==> config.mk <==
export PLATFORM = sky130hd
export DESIGN_NAME = core_exec_ctrl
export DESIGN_NICKNAME = d
export VERILOG_FILES = /design/src/rtl/core_ctrl_pkg.sv /design/src/rtl/core_exec_ctrl_tick_gen.sv /design/src/rtl/core_exec_ctrl.sv
export SDC_FILE = /design/constraint.sdc
export NUM_CORES = 1
export LEC_CHECK = 0
export BUFFER_PORTS_ARGS = -buffer_cell sky130_fd_sc_hd__buf_2
export CORE_MARGIN = 4
export CORE_UTILIZATION = 40
export CTS_BUF_LIST = sky130_fd_sc_hd__clkbuf_4
export DETAILED_ROUTE_END_ITERATION = 12
export GPL_ROUTABILITY_DRIVEN = 0
export SLEW_MARGIN = 20
export SYNTH_ARGS = -nofsm -noshare
export SYNTH_HDL_FRONTEND = slang
export SYNTH_SLANG_ARGS = --single-unit
==> constraint.sdc <==
create_clock -name clk -period 3.95 [get_ports clk]
set_input_delay 0.79 -clock clk [delete_from_list [all_inputs] [get_ports clk]]
set_output_delay 0.79 -clock clk [all_outputs]
set_load 0.005 [all_outputs]
==> src/rtl/core_ctrl_pkg.sv <==
// Shared definitions for the core execution controller.
//   exec_state_e     : FSM state encoding, also the value driven on the
//                      controller's 'state' debug output.
//   HOLD_CYCLES_DEF  : default number of cycles the core is held in reset
//                      after the controller leaves reset.
//   is_exec_state()  : true for the states in which the core may advance.
package core_ctrl_pkg;

  typedef enum logic [1:0] {
    ST_INIT = 2'd0,
    ST_HALT = 2'd1,
    ST_RUN  = 2'd2,
    ST_STEP = 2'd3
  } exec_state_e;

  localparam int HOLD_CYCLES_DEF = 4;

  function automatic logic is_exec_state(exec_state_e s);
    return (s == ST_RUN) || (s == ST_STEP);
  endfunction

endpackage

==> src/rtl/core_exec_ctrl_tick_gen.sv <==
// tick_gen: execution prescaler.
//   clk     : system clock
//   rst     : asynchronous active-low reset
//   clr     : clear the count (asserted on the edge that enters RUN/STEP)
//   en      : count while high (controller is in RUN or STEP)
//   div_val : tick once every div_val+1 enabled cycles
//   tick    : combinational, high in the cycle the count reaches div_val
// The compare is >= rather than == so that lowering div_val below the
// current count ticks immediately instead of waiting for a wrap.
module tick_gen #(
  parameter int DIV_W = 32
) (
  input  logic             clk,
  input  logic             rst,
  input  logic             clr,
  input  logic             en,
  input  logic [DIV_W-1:0] div_val,
  output logic             tick
);

  logic [DIV_W-1:0] count_q;
  logic [DIV_W-1:0] count_d;

  always_comb begin
    tick    = en && (count_q >= div_val);
    count_d = count_q;
    if (clr) begin
      count_d = '0;
    end else if (tick) begin
      count_d = '0;
    end else if (en) begin
      count_d = count_q + 1'b1;
    end
  end

  always_ff @(posedge clk or negedge rst) begin
    if (!rst) begin
      count_q <= '0;
    end else begin
      count_q <= count_d;
    end
  end

endmodule

==> src/rtl/core_exec_ctrl.sv <==
// core_exec_ctrl: run/halt/single-step controller for a core.
//   clk, rst          : system clock, asynchronous active-low reset
//   run_req, halt_req,
//   step_req          : request pulses (priority halt > step > run)
//   div_val           : prescaler, one instruction per div_val+1 cycles
//   bp_en, bp_addr,
//   pc_in             : breakpoint enable/address and current core PC
//   core_rst          : synchronous reset to the core (high in INIT)
//   core_en           : one-cycle strobe, one instruction per strobe
//   state             : FSM state (exec_state_e encoding)
//   bp_hit            : one-cycle pulse when a breakpoint stops RUN
//   retired           : wrapping count of core_en strobes
//
// Request handshake: run_req/halt_req/step_req are single-cycle pulses with
// no ready/acknowledge. A pulse is sampled on the next rising edge; if the
// current state has no use for it (INIT, or step/run while RUN/STEP) it is
// dropped and never remembered.
module core_exec_ctrl
  import core_ctrl_pkg::*;
#(
  parameter int DIV_W       = 32,
  parameter int HOLD_CYCLES = HOLD_CYCLES_DEF
) (
  input  logic             clk,
  input  logic             rst,
  input  logic             run_req,
  input  logic             halt_req,
  input  logic             step_req,
  input  logic [DIV_W-1:0] div_val,
  input  logic             bp_en,
  input  logic [31:0]      bp_addr,
  input  logic [31:0]      pc_in,
  output logic             core_rst,
  output logic             core_en,
  output logic [1:0]       state,
  output logic             bp_hit,
  output logic [31:0]      retired
);

  localparam int HOLD_W = (HOLD_CYCLES > 1) ? $clog2(HOLD_CYCLES) : 1;
  localparam logic [HOLD_W-1:0] HOLD_LAST = HOLD_W'(HOLD_CYCLES - 1);

  exec_state_e       state_q, state_d;
  logic [HOLD_W-1:0] hold_q, hold_d;
  logic              skip_q, skip_d;
  logic [31:0]       retired_q, retired_d;

  logic tick;
  logic presc_clr;
  logic presc_en;
  logic bp_match;

  assign presc_en = is_exec_state(state_q);
  // skip_q masks the compare for the first tick after leaving HALT, so a
  // resume from the breakpoint PC executes that instruction.
  assign bp_match = bp_en && (pc_in == bp_addr) && !skip_q;

  tick_gen #(
    .DIV_W (DIV_W)
  ) u_tick_gen (
    .clk     (clk),
    .rst     (rst),
    .clr     (presc_clr),
    .en      (presc_en),
    .div_val (div_val),
    .tick    (tick)
  );

  always_comb begin
    state_d   = state_q;
    hold_d    = hold_q;
    skip_d    = skip_q;
    presc_clr = 1'b0;
    core_en   = 1'b0;
    bp_hit    = 1'b0;

    case (state_q)
      ST_INIT: begin
        if (hold_q == HOLD_LAST) begin
          state_d = ST_HALT;
        end else begin
          hold_d = hold_q + 1'b1;
        end
      end

      ST_HALT: begin
        if (halt_req) begin
          state_d = ST_HALT;
        end else if (step_req) begin
          state_d   = ST_STEP;
          presc_clr = 1'b1;
          skip_d    = 1'b1;
        end else if (run_req) begin
          state_d   = ST_RUN;
          presc_clr = 1'b1;
          skip_d    = 1'b1;
        end
      end

      ST_RUN: begin
        // A halt in the same cycle as a tick wins: no strobe, no bp_hit.
        if (halt_req) begin
          state_d = ST_HALT;
        end else if (tick) begin
          skip_d = 1'b0;
          if (bp_match) begin
            bp_hit  = 1'b1;
            state_d = ST_HALT;
          end else begin
            core_en = 1'b1;
          end
        end
      end

      ST_STEP: begin
        // Breakpoints are deliberately not consulted here.
        if (halt_req) begin
          state_d = ST_HALT;
        end else if (tick) begin
          core_en = 1'b1;
          skip_d  = 1'b0;
          state_d = ST_HALT;
        end
      end

      default: state_d = ST_INIT;
    endcase

    retired_d = retired_q + 32'(core_en);
  end

  always_ff @(posedge clk or negedge rst) begin
    if (!rst) begin
      state_q   <= ST_INIT;
      hold_q    <= '0;
      skip_q    <= 1'b0;
      retired_q <= '0;
    end else begin
      state_q   <= state_d;
      hold_q    <= hold_d;
      skip_q    <= skip_d;
      retired_q <= retired_d;
    end
  end

  assign core_rst = (state_q == ST_INIT);
  assign state    = state_q;
  assign retired  = retired_q;

endmodule
; ---- Yosys cells after proc, flatten, opt, wreduce, memory -nomap -nowiden
; Cells that the tools add are included.
[op_classes]
n_reduce_logical = 12
eq_ne = 14
add_sub_neg = 3
magnitude_cmp = 1
mux = 33
bitwise = 1
[ops]
columns = operator, n
row1 = 2-to-1 mux 32 bit, 3
row2 = adder 32 x 1 -> 32 bit, 1
row3 = "adder 32 x 1 -> 32 bit, second input constant", 1
row4 = == test 32 bit, 1
row5 = >= comparator 32 bit, 1
row6 = 2-to-1 mux 1 bit, 18
row7 = 2-to-1 mux 2 bit, 9
row8 = "inequality test 3 bit, second input constant", 4
row9 = AND reduction 5 bit, 2
row10 = one-hot mux 2 bit (4 select lines), 1
row11 = "== test 2 bit, second input constant", 3
row12 = "inequality test 2 x 1 -> 1 bit, second input constant", 2
row13 = "inequality test 2 bit, second input constant", 2
row14 = "inequality test 4 bit, second input constant", 1
row15 = one-hot mux 1 bit (2 select lines), 2
row16 = logical AND 1 bit, 3
row17 = nonzero test 3 bit, 1
row18 = "adder 2 x 1 -> 2 bit, second input constant", 1
row19 = "== test 2 x 1 -> 1 bit, second input constant", 1
row20 = zero test 2 bit, 1
row21 = AND reduction 2 bit, 1
row22 = nonzero test 2 bit, 1
row23 = OR reduction 2 bit, 1
row24 = zero test 1 bit, 1
row25 = other kinds (2), 2
[word_totals]
regBits = 69
word_cells = 69
in_bits = 102

; ---- Depth between registers and ports, before layout
[depth]
depth_word = 8
depth_mapped = 18
depth_no_buf = 16

; ---- By module
; Synthesis repeated with hierarchy kept, for this count alone.
[hier_totals]
cells_unflattened = 545
hier_area_um2 = 4790.8
[by_module_without_submodules]
columns = module, cells_per_inst, seq_area_each_um2, instances, area_each_um2
row1 = tick_gen, 354, 800.8, 1, 2765.2
row2 = core_exec_ctrl, 191, 925.9, 1, 2025.7

; ---- Worst setup path after synthesis
; OpenSTA, ideal clock, no wires.
[synth_timing]
kind = input-to-reg
startpoint = input port div_val[29]
endpoint = register retired_q[26], in the netlist retired[26]
t_required_ps = 3826
slack_ps = -182
cell_stages = 18
t_arrival_ps = 4008
cell_sequence = inv_1 > ha_1 > nand4_2 > nor4_4 > nand4_1 > o221a_1 > buf_6 > buf_6 > a21oi_1 > nor2b_1 > ha_1 > ha_1 > nand3_1 > nor3_1 > nand4_1 > nor2_1 > nand2_1 > xnor2_1
[synth_via]
elab_chain_len = 6
[synth_lines]
columns = item, line
row1 = start: declaration, core_exec_ctrl.sv:29  ; input logic [DIV_W-1:0] div_val,
row2 = >= comparator 32 bit (*), core_exec_ctrl_tick_gen.sv:25  ; tick = en && (count_q >= div_val);
row3 = logical AND 1 bit (*), core_exec_ctrl_tick_gen.sv:25
row4 = "2-to-1 mux 1 bit, on equally long branches", "core_exec_ctrl.sv:119, core_exec_ctrl.sv:104"
row5 = "2-to-1 mux 1 bit, on equally long branches", "core_exec_ctrl.sv:117, core_exec_ctrl.sv:102"
row6 = one-hot mux 1 bit (2 select lines) (*), core_exec_ctrl.sv:77  ; case (state_q)
row7 = via core_en, core_exec_ctrl.sv:34  ; output logic core_en,
row8 = adder 32 x 1 -> 32 bit (*), core_exec_ctrl.sv:129  ; retired_d = retired_q + 32'(core_en);
row9 = via retired_d[26], core_exec_ctrl.sv:46  ; logic [31:0] retired_q, retired_d;
row10 = end signal: assignment, core_exec_ctrl.sv:142  ; retired_q <= retired_d;
row11 = end: declaration, core_exec_ctrl.sv:46
; The timed path passes the listed nets; every way through them passes the cells marked *.
; A chain may end at the register's enable or synchronous reset.

; ---- Final worst setup path
[layout_timing]
startpoint = register u_tick_gen.count_q[0]
endpoint = output port bp_hit
[layout_via]
elab_chain_len = 5
[layout_lines]
columns = item, line
row1 = start: declaration, core_exec_ctrl_tick_gen.sv:21  ; logic [DIV_W-1:0] count_q;
row2 = start signal: assignment, core_exec_ctrl_tick_gen.sv:40  ; count_q <= count_d;
row3 = >= comparator 32 bit, core_exec_ctrl_tick_gen.sv:25
row4 = logical AND 1 bit, core_exec_ctrl_tick_gen.sv:25
row5 = 2-to-1 mux 1 bit, core_exec_ctrl.sv:104  ; end else if (tick) begin
row6 = 2-to-1 mux 1 bit, core_exec_ctrl.sv:102  ; if (halt_req) begin
row7 = 2-to-1 mux 1 bit, core_exec_ctrl.sv:77
row8 = end: declaration, core_exec_ctrl.sv:36  ; output logic bp_hit,
; Every way passes these cells.

==> key figures <==
Outcome
  • Status: finished, final reports clean

Final layout
  • Commonest non-fill, non-tap cells in the layout: buf_2, dfrtp_1, nand2_1
  • Commonest non-fill, non-tap cell in the layout: buf_2
  • Area delta synth->final: 23.23%
  • Post-Layout Cell Count: approximately 810
  • Multi-input logic area: 2875 um^2
  • FF/Latch Area: ~1700 um^2
  • ANT cells: 0
  • Fillcell total: ~1100
  • Fin nets: around 800
  • Share of layout cells above drive strength 1: 30.90%

Run
  • Max-cap violation count: 0

Clock network
  • Clk slew on worst S/H paths: 0.12 ns
  • Worst skew pair latency: approximately 0.43 ns
  • CTS H-tree depth: 3
  • CTS tree: done
  • Post-CTS setup buffers: 0
  • Num CTS Buffers: 9
  • Root Buffer: clkbuf_4
  • Clk buf depth: 2
  • Num Clock Sinks: 69

Yosys
  • Share of the synthesized area in the top cell type: a little over a third
  • Post-Syn Area: approximately 4800 um^2
  • #FFs+latches synth: between 60 and 70
  • Synth area leaders: dfrtp_1, ha_1, xor2_1, xnor2_1, nand4_1
  • Synth Warn #: 0
  • EDFF count, synth: 0
  • Syn Inst Count: between 500 and 600
  • Post-synth cell types: 61
  • Syn avg cell area: roughly 9.4 um^2
  • Post-synth net total: between 600 and 700
  • Top cell type by total area after synthesis: dfrtp_1
  • Asr flop ratio synth: 100.0%
  • Sequential area share after synthesis: 35.97%
  • Main synth FF type: dfrtp_1

Place
  • Placed cells: about 800
  • Dpl hpwl: roughly 9500 um
  • Pre-CTS WS: -0.1147 ns
  • IO buf count: between 100 and 150

Timing
  • Final period utilization: between 90% and 100%
  • Slew Viols, Final: 0
  • Final Hold Fails: 0
  • Final worst path period need: 3.794 ns
  • Setup ws final: roughly 0.16 ns
  • Final setup TNS: 0 ns
  • Finish-stage setup viols: 0
  • Highest Clock Rate: 0.2636 GHz
  • Worst slew pin tran: 0.7953 ns
  • Slew margin rel.: 46.74%
  • RSZ-0062 raised after global routing: false
  • Final Skew: around 0.017 ns

Setup path
  • Critical path arrival: around 3.0 ns
  • R2R Setup Slk: 0.42 ns
  • R2R Path End: retired[30]
  • Delay-heaviest family, CP: compound AO/OA/AOI/OAI gates
  • CP bufs+invs: 3
  • R2r startpoint: u_tick_gen.count_q[28]
  • Crit end category: primary output
  • Critical-path cell list: inv_1 > ha_1 > nand2b_1 > a2111oi_0 > o31a_1 > o221a_1 > buf_6 > a21o_1 > nor3_2 > buf_2
  • Crit path largest cell delay: 0.48 ns
  • CP Max Fanout: 36
  • Critical path's slowest cell: a2111oi_0
  • Worst Path Required: roughly 3.2 ns
  • Type of the worst setup path: flop to primary output
  • Startpoint Class: flop
  • Levels on crit path: 10
  • R2R cell count: 15

Floorplanning
  • Core Footprint: 11560 um^2
  • Rows: 39
  • Die area: about 14000 um^2
  • Die X: roughly 120 um
  • Starting Density: around two fifths
  • I/O pins: roughly 140
  • Die Ht: 117.5 um

GRT
  • First-pass GRT wire length: about 21000 um
  • Initial antenna violation count: 0
  • Vias in the first global route: 4409
  • Gr usage total: 17.64%
  • Grt ovf: 0
  • Largest net degree at the start of global routing: 44

Detailed routing
  • Starting DRC count in detailed routing: between 150 and 200
  • Via density: 5.370
  • DRC Markers: 0
  • Per-cell routed wire length: 14.95 um
  • Final WL: between 10000 and 15000 um
  • Drt first pass iters: 4
  • ANT nets after route: 0
  • Detailed-route via count: ~4400

Power
  • Final Power: 1.705 mW
  • Leakage power total: ~3.1 nW
  • Maximum VDD drop: between 0.15 and 0.2 mV
  • Pwr Density: approximately 290 nW/um^2

Min path
  • Hold WC Path Type: input pin to asynchronous set/reset pin
-- synthesized netlist by cell type, types with 7 or more instances --
cell type / instances
dfrtp_1: 69
inv_1: 40
xor2_1: 38
nand3_1: 29
mux2i_1: 7
nand4_1: 30
nor4_1: 10
ha_1: 36
and3_1: 14
xnor2_1: 25
and2_1: 7
o21ai_0: 10
a31oi_1: 10
nand2_1: 46
nor2_1: 23
a21oi_1: 13
-- stage by stage --
stage / utilization [%] / cell area, um^2 / hold WS [ns]
floorplan: - / 4826 / 0.4480
global placement: 49.90 / 5771 / 0.4625
detailed placement: 49.90 / 5771 / 0.4655
CTS: 51.04 / 5903 / 0.4893
global route: 51.14 / 5914 / 0.3529
finish: 51.14 / 5914 / 0.3353
-- flip-flops by register name, indices dropped and copies added (netlist names) --
signal and count:
retired 32, u_tick_gen.count_q 32, hold_q 2, state 2, skip_q 1
-- worst register-to-register path, delay by kind of cell (launching register included) --
| kind | cells | cell delay [ns] |
|---|---|---|
| simple gates | 9 | 1.67 |
| fa+ha+maj | 3 | 0.72 |
| compound gates | 2 | 0.47 |
| flops | 1 | 0.45 |
| xor+xnor | 1 | 0.13 |
-- cells by family after synthesis --
group | synth area share (%)
AOI/OAI and AO/OA | 12.20
xor gates and xnor gates | 11.50
adders and majority gates | 9.385
buffers and inverters | 4.822
DFF | 35.98
muxes | 1.695
and+or+nand+nor | 24.43
-- report_power, final --
part | total (mW) | switching [mW] | leakage, nW | internal, mW
combinational | 0.454 | 0.271 | 2.05 | 0.183
sequential | 0.791 | 0.0490 | 0.946 | 0.742
clock | 0.460 | 0.271 | 0.0717 | 0.189
-- cell type report --
class	instances	share of cell area, %
sequential	69	29.19
timing repair buffer	158	14.32
clock buffer	9	1.142
clock inverter	6	1.100
tap	143	3.025
multi-input combinational	387	48.61
inverter	41	2.602
-- per-layer routing --
metal | wire length [um] | GRT usage, % | vias to the layer above
met5 | 0 | 0 | -
met4 | 136 | 4.615 | 0
met2 | 5963 | 30.38 | 134
li1 | - | - | 2173
met3 | 749 | 3.652 | 11
met1 | 5306 | 22.60 | 2048
-- how the worst max path moves through the flow --
stage,endpoint,slack (ns),startpoint
2_1_floorplan,retired[26],-0.02,div_val[27]
5_1_grt,bp_hit,0.01,u_tick_gen.count_q[0]
3_3_place_gp,retired[26],0.002,div_val[25]
6_report,bp_hit,0.16,u_tick_gen.count_q[0]
3_5_place_dp,retired[30],-0.11,div_val[26]
4_1_cts,bp_hit,0.01,u_tick_gen.count_q[25]
-- timing repair --
action                                  CTS  global route
hold buffers                              0             0
endpoints found under the setup margin    0             2
resized for setup                         0             2
No activity file was read; power rests on OpenSTA's default activity.
